<file path="src/rtl/aes_pkg.sv">
// Shared AES definitions: FSM states, sizes, and composite-field GF((2^4)^2) arithmetic.
// Isomorphic maps are derived at elaboration from a root of the AES polynomial, so they stay consistent with GF_LAMBDA.
package aes_pkg;

   typedef enum logic [1:0] {IDLE, SUB, DONE} state_t;

   localparam int         BYTE_W      = 8;
   localparam int         BLOCK_BYTES = 16;
   localparam logic [7:0] AFFINE_C    = 8'h63;
   // GF(2^4) is mod x^4+x+1; the extension is y^2+y+lambda, irreducible because Tr(0xC)=1
   localparam logic [3:0] GF_LAMBDA   = 4'hC;

   function automatic logic [3:0] gf4_mul(logic [3:0] a, logic [3:0] b);
      logic [3:0] p;
      logic [3:0] t;
      p = '0;
      t = a;
      for (int i = 0; i < 4; i++) begin
         if (b[i]) p ^= t;
         t = {t[2:0], 1'b0} ^ (t[3] ? 4'h3 : 4'h0);
      end
      return p;
   endfunction

   function automatic logic [3:0] gf4_sq(logic [3:0] a);
      return gf4_mul(a, a);
   endfunction

   // a^-1 = a^14 in GF(16); maps 0 to 0 for free
   function automatic logic [3:0] gf4_inv(logic [3:0] a);
      logic [3:0] a2, a4, a8;
      a2 = gf4_sq(a);
      a4 = gf4_sq(a2);
      a8 = gf4_sq(a4);
      return gf4_mul(gf4_mul(a8, a4), a2);
   endfunction

   function automatic logic [7:0] gf8c_mul(logic [7:0] a, logic [7:0] b);
      logic [3:0] hh;
      hh = gf4_mul(a[7:4], b[7:4]);
      return {hh ^ gf4_mul(a[7:4], b[3:0]) ^ gf4_mul(a[3:0], b[7:4]),
              gf4_mul(hh, GF_LAMBDA) ^ gf4_mul(a[3:0], b[3:0])};
   endfunction

   function automatic logic [7:0] find_beta();
      logic [7:0] beta, p, acc;
      logic       found;
      beta  = 8'h00;
      found = 1'b0;
      for (int c = 2; c < 256; c++) begin
         p   = 8'h01;
         acc = 8'h01;
         for (int k = 1; k <= 8; k++) begin
            p = gf8c_mul(p, 8'(c));
            if (k == 1 || k == 3 || k == 4 || k == 8) acc ^= p;
         end
         if (!found && acc == 8'h00) begin
            beta  = 8'(c);
            found = 1'b1;
         end
      end
      return beta;
   endfunction

   function automatic logic [7:0] lin_apply(logic [7:0][7:0] m, logic [7:0] a);
      logic [7:0] r;
      r = '0;
      for (int i = 0; i < 8; i++)
         if (a[i]) r ^= m[i];
      return r;
   endfunction

   // column i is the image of x^i, i.e. beta^i
   function automatic logic [7:0][7:0] iso_map();
      logic [7:0][7:0] m;
      logic [7:0]      beta;
      beta = find_beta();
      m[0] = 8'h01;
      for (int i = 1; i < 8; i++) m[i] = gf8c_mul(m[i-1], beta);
      return m;
   endfunction

   function automatic logic [7:0][7:0] inv_iso_map();
      logic [7:0][7:0] m, r;
      m = iso_map();
      r = '0;
      for (int j = 0; j < 8; j++)
         for (int a = 0; a < 256; a++)
            if (lin_apply(m, 8'(a)) == 8'(1 << j)) r[j] = 8'(a);
      return r;
   endfunction

   localparam logic [7:0][7:0] ISO_MAP     = iso_map();
   localparam logic [7:0][7:0] INV_ISO_MAP = inv_iso_map();

   function automatic logic [7:0] affine(logic [7:0] s);
      logic [7:0] b;
      for (int i = 0; i < 8; i++)
         b[i] = s[i] ^ s[(i+4)%8] ^ s[(i+5)%8] ^ s[(i+6)%8] ^ s[(i+7)%8] ^ AFFINE_C[i];
      return b;
   endfunction

endpackage

</file>
<file path="src/rtl/S_Sbox.sv">
// Forward AES S-box, composite field: map in, GF((2^4)^2) inverse, map out, affine.
module S_Sbox
   import aes_pkg::*;
(
   input  logic [7:0] x,
   output logic [7:0] y
);

   logic [7:0] q, qi;
   logic [3:0] ah, al, d, di;

   assign q  = lin_apply(ISO_MAP, x);
   assign ah = q[7:4];
   assign al = q[3:0];
   // norm of (ah*y + al); inverse is (ah*y + ah+al) / norm
   assign d  = gf4_mul(gf4_sq(ah), GF_LAMBDA) ^ gf4_mul(ah, al) ^ gf4_sq(al);
   assign di = gf4_inv(d);
   assign qi = {gf4_mul(ah, di), gf4_mul(ah ^ al, di)};
   assign y  = affine(lin_apply(INV_ISO_MAP, qi));

endmodule

</file>
<file path="src/rtl/aes_sub_bytes_seq.sv">
// Sequential SubBytes: one 128-bit block in, LANES bytes substituted per cycle, block out.
module aes_sub_bytes_seq
   import aes_pkg::*;
#(
   parameter int LANES = 4
) (
   input  logic         clk,
   input  logic         rst,
   input  logic         in_valid,
   output logic         in_ready,
   input  logic [127:0] in_data,
   output logic         out_valid,
   input  logic         out_ready,
   output logic [127:0] out_data,
   output logic         busy
);

   localparam int N    = BLOCK_BYTES / LANES;
   localparam int IDXW = (N > 1) ? $clog2(N) : 1;

   state_t                                 state, state_nx;
   logic [IDXW-1:0]                        idx;
   logic [BLOCK_BYTES-1:0][BYTE_W-1:0]     st;
   logic [LANES-1:0][BYTE_W-1:0]           sb_in, sb_out;
   logic                                   last;

   assign last = (32'(idx) == 32'(N - 1));

   for (genvar l = 0; l < LANES; l++) begin : g_lane
      assign sb_in[l] = st[4'(32'(idx) * LANES + l)];
      S_Sbox u_sbox (.x(sb_in[l]), .y(sb_out[l]));
   end

   always_comb begin
      state_nx = state;
      case (state)
         IDLE:    if (in_valid) state_nx = SUB;
         SUB:     if (last) state_nx = DONE;
         DONE:    if (out_ready) state_nx = IDLE;
         default: state_nx = IDLE;
      endcase
   end

   always_ff @(posedge clk) begin
      if (rst) begin
         state <= IDLE;
         idx   <= '0;
         st    <= '0;
      end else begin
         state <= state_nx;
         case (state)
            IDLE: if (in_valid) begin
               st  <= in_data;
               idx <= '0;
            end
            SUB: begin
               for (int l = 0; l < LANES; l++)
                  st[4'(32'(idx) * LANES + l)] <= sb_out[l];
               if (!last) idx <= idx + 1'b1;
            end
            default: ;
         endcase
      end
   end

   assign in_ready  = (state == IDLE) && !rst;
   assign out_valid = (state == DONE);
   assign busy      = (state != IDLE);
   assign out_data  = st;

endmodule

</file>
<file path="config.mk">
export PLATFORM = sky130hd
export DESIGN_NAME = aes_sub_bytes_seq
export DESIGN_NICKNAME = d
export VERILOG_FILES = /design/src/rtl/aes_pkg.sv /design/src/rtl/S_Sbox.sv /design/src/rtl/aes_sub_bytes_seq.sv
export SDC_FILE = /design/constraint.sdc
export NUM_CORES = 1
export LEC_CHECK = 0
export ABC_CLOCK_PERIOD_IN_PS = 12900
export CAP_MARGIN = 20
export CORE_MARGIN = 2
export CORE_UTILIZATION = 35
export CTS_CLUSTER_DIAMETER = 200
export CTS_CLUSTER_SIZE = 20
export DETAILED_ROUTE_END_ITERATION = 6
export PLACE_DENSITY = 0.64
export SLEW_MARGIN = 5
export SYNTH_ARGS = -nofsm -noshare
export SYNTH_HDL_FRONTEND = slang
export SYNTH_SLANG_ARGS = --single-unit
</file>
<file path="constraint.sdc">
create_clock -name clk -period 12.9 [get_ports clk]
set_clock_uncertainty 0.2 [all_clocks]
set_input_delay 1.935 -clock clk [delete_from_list [all_inputs] [get_ports clk]]
set_output_delay 1.935 -clock clk [all_outputs]
set_load 0.01 [all_outputs]
</file>
==> out/results.txt <==
The flow ran to the end, and the final reports show no timing, DRC or antenna violations. The clock buffer count from CTS was 17; the per-cell via count in the routed design was 5.92. The post-synthesis cell type count is 112, and the setup-violating endpoint count in the final report is 0.

The startpoint identified for the worst hold timing path is out_data[26]. The most common cell in the synthesized netlist was sky130_fd_sc_hd__nor2_1. Among all flip-flop cells after synthesis, the most frequent one is sky130_fd_sc_hd__dfxtp_1. The synthesized netlist occupies a cell area of 17,900 sq um. CTS root buffer: sky130_fd_sc_hd__clkbuf_16.

Mux contribution to synthesized area: 7.63%. The setup path with the least slack is of type reg -> reg. Of the total synthesized cell area, the portion taken by AND, OR, NAND and NOR gates is 22.4%.

Setup slack on the critical path of the routed design comes to 0.821 ns. The dominant combinational cell family by area after synthesis was XOR/XNOR gates. The relative slew slack is 22.7%, and the die area is 53,000 sq um. The count of buffers from port buffering came out at 262.

Setup repair after global routing left no endpoint under its margin. The clock tree synthesis step divided the H-tree into 4 levels. Counting every net in the synthesized netlist gives 2,433. Aggregate routed wire length: 66,500 um.

The number of remaining DRC errors came out at 0. For the total congestion overflow after global routing, the log shows 0. The worst setup path is captured at a register. Before antenna repair, the detailed router went through 7 iterations. The tools report the total routing resource utilization after global routing as 24.2%. Via count of the first global-routing pass: 17,400.

In the finished design, the share of the clock period the worst path needs comes to 93.6%. OpenSTA, run right after detailed placement, puts the worst setup slack at 0.649 ns. Each instance of the synthesized netlist takes up on average 7.88 sq um. The worst register-to-register path begins at idx[1]. 263 I/O pins were placed. Synthesis handed over a netlist of 2,273 instances. The number of clock sinks is 132, and the weighted congestion at the end of routability-driven global placement is 0.913.

The tools report the nature of the critical path startpoint as a register. The tools report the core area as 50,400 sq um. The effective utilization at floorplan came out at 35.5%. The total count of hold-check failures in the final report was 0; the number of enable flip-flop cells after synthesis was 0. The area share of the largest cell type after synthesis was 14.8%; the die outline height was 230 um.

The tools report the deepest clock path buffer count as 2. The detailed router finished its first iteration with 1,597 violations. Synthesized-area fraction occupied by ao, oa, aoi and oai cells: 22.6%. Final setup TNS: 0 ns. For the number of max-slew violations in the final report, the log shows 0. The async set-reset flop share out of synthesis is 0%, and the parity-gate share of the synthesized area counting xor and xnor cells is 24.9%. After synthesis, the cell types taking the most area are sky130_fd_sc_hd__dfxtp_1 (15%), sky130_fd_sc_hd__xnor2_1 (10%), sky130_fd_sc_hd__nor2_1 (7.4%). The maximum number of pins on one net before global-route repair was 83.

The number of max-cap violations is 0, and the maximum net fanout on the critical path is 18. The number of fill cells is 4,984. The largest total area in the synthesized netlist belongs to sky130_fd_sc_hd__dfxtp_1.

The ratio of cells with drive above 1 in the final layout was 9.64%. TritonCTS built the clock tree. In this run the remaining antenna-violating nets after routing total 0. The tools report the initial antenna violation count as 0. The maximum operating frequency came out at 0.0828 GHz. In this design, the stage delay of the slowest critical-path cell is 0.71 ns. In this run, post-CTS hold repair placed 0 buffers.

At the worst endpoint, the arrival time is 12.18 ns. Of the synthesized area, sequential elements account for 14.8%. The fraction of the mapped netlist area in adder cells works out to 2.07%.

For the pin with the worst max-slew slack, the measured transition is 1.16 ns. The data required time of the critical path is 13.01 ns, and the final routed wire length divided by cell count is 21.4 um. For the final net count, the log shows 2,584. The count of antenna diodes in the layout is 0, and the clock insertion delay at the later pin of the skew report is 0.46 ns. The run gives 0 as the number of warnings reported in the yosys synthesis log. For the finished layout, the period the worst path requires is 12.08 ns.

The slowest stage of the critical path belongs to the cell sky130_fd_sc_hd__xnor2_2. From synthesis to final layout, the design area changed by 20.4%. The logs give 82 for the cell row count and 48,700 um for the HPWL after detailed placement. Clock-pin slew was measured on the worst setup and hold paths at 0.07 ns.

Synthesis inferred 132 register bits. By count the netlist is led by sky130_fd_sc_hd__nor2_1 (352), sky130_fd_sc_hd__xnor2_1 (209), sky130_fd_sc_hd__nand2_1 (177), sky130_fd_sc_hd__dfxtp_1 (132), sky130_fd_sc_hd__a21oi_1 (106). The finished layout holds 3,109 standard cells, fillers aside. After detailed placement, the design holds a cell count of 3,072. For this block, the via count after detailed routing is 18,400.

Chip width: 230 um. The tools report the worst setup path startpoint as idx[1]. The first global-routing pass estimated 102,000 um of wire. The type of the worst min-delay path is reg -> reg.
==> per-stage QoR <==
stage	hold slack [ns]	instance area, sq um	utilization [%]
global placement	0.303	20800	41.3
finish	0.315	21600	42.8
detailed placement	0.307	20900	41.4
floorplan	0.312	17900	-
global route	0.337	21600	42.8
CTS	0.318	21400	42.6
==> logic make-up after synthesis <==
group,after synthesis
flops,132
xor+xnor,378
buf+inv,215
mux,94
fa+ha+maj,30
compound gates,566
simple gates,858
==> flip-flops by register name, indices dropped and copies added (netlist names) <==
name      flops
state         2
idx           2
out_data    128
==> placed cells by master, fill, tap and decap left out, types with 12 or more instances in the layout <==
cell type	n
sky130_fd_sc_hd__inv_1	30
sky130_fd_sc_hd__ha_1	28
sky130_fd_sc_hd__a21oi_1	106
sky130_fd_sc_hd__nor4_1	53
sky130_fd_sc_hd__and3_1	15
sky130_fd_sc_hd__xnor3_1	36
sky130_fd_sc_hd__and2_1	15
sky130_fd_sc_hd__a22oi_1	53
sky130_fd_sc_hd__o22ai_1	53
sky130_fd_sc_hd__xnor2_2	25
sky130_fd_sc_hd__buf_4	43
sky130_fd_sc_hd__nor2_1	348
sky130_fd_sc_hd__mux4_2	32
sky130_fd_sc_hd__o21a_1	15
sky130_fd_sc_hd__nand3_1	56
sky130_fd_sc_hd__nor2b_1	38
sky130_fd_sc_hd__a31oi_1	16
sky130_fd_sc_hd__clkbuf_16	17
sky130_fd_sc_hd__dfxtp_1	130
sky130_fd_sc_hd__xor2_1	76
sky130_fd_sc_hd__clkdlybuf4s50_1	261
sky130_fd_sc_hd__o211ai_1	27
sky130_fd_sc_hd__a211oi_1	37
sky130_fd_sc_hd__o21ai_0	65
sky130_fd_sc_hd__nor3_1	56
sky130_fd_sc_hd__or3_1	15
sky130_fd_sc_hd__xnor2_1	206
sky130_fd_sc_hd__o21ai_1	15
sky130_fd_sc_hd__a2111oi_0	12
sky130_fd_sc_hd__nand2b_1	20
sky130_fd_sc_hd__mux2i_1	53
sky130_fd_sc_hd__nand2_1	176
==> path summary, 6_finish.rpt <==
| kind | to | slack [ns] | depth (start not counted) |
|---|---|---|---|
| setup / recovery | out_data[16] | 0.82 | 33 |
| hold / removal | out_data[26] | 0.31 | 2 |
| setup reg to reg | out_data[16] | 0.82 | 33 |
| hold reg to reg | out_data[26] | 0.31 | 2 |
==> worst max-delay path, delay by kind of cell (launching register included) <==
kind / cells / cell delay, ns
AND/OR/NAND/NOR: 9 / 2.31
adder cells (fa/ha/maj): 3 / 1.34
XOR/XNOR: 9 / 4.00
flip-flops: 1 / 0.70
AO/OA/AOI/OAI: 6 / 1.53
multiplexers: 1 / 0.49
buffers and inverters: 5 / 1.32
==> metal layers <==
metal	share of wire (%)	global-route usage, %
met1	43	32.4
met2	48	40.3
met3	7.8	4.38
met4	2.0	6.05
met5	0	0
==> repair_timing <==
| action | in CTS | in global routing |
|---|---|---|
| endpoints found under the hold margin | 0 | 0 |
| setup buffers | 0 | 0 |
| endpoints found under the setup margin | 0 | 52 |
| resized for setup | 0 | 5 |
==> cell type report <==
| type | instances | area [sq um] | share of cell area (%) |
|---|---|---|---|
| multi-input cells | 1926 | 14300 | 66.4 |
| repair buffers | 308 | 3030 | 14.1 |
| flip-flops and latches | 132 | 2650 | 12.3 |
| well taps | 672 | 841 | 3.90 |
| clock buffers | 19 | 443 | 2.05 |
| inverters | 39 | 146 | 0.679 |
| clock inverters | 13 | 124 | 0.575 |
Power is not shown: default switching activity piles up to over one toggle a cycle in this logic, so the estimate is an artifact.
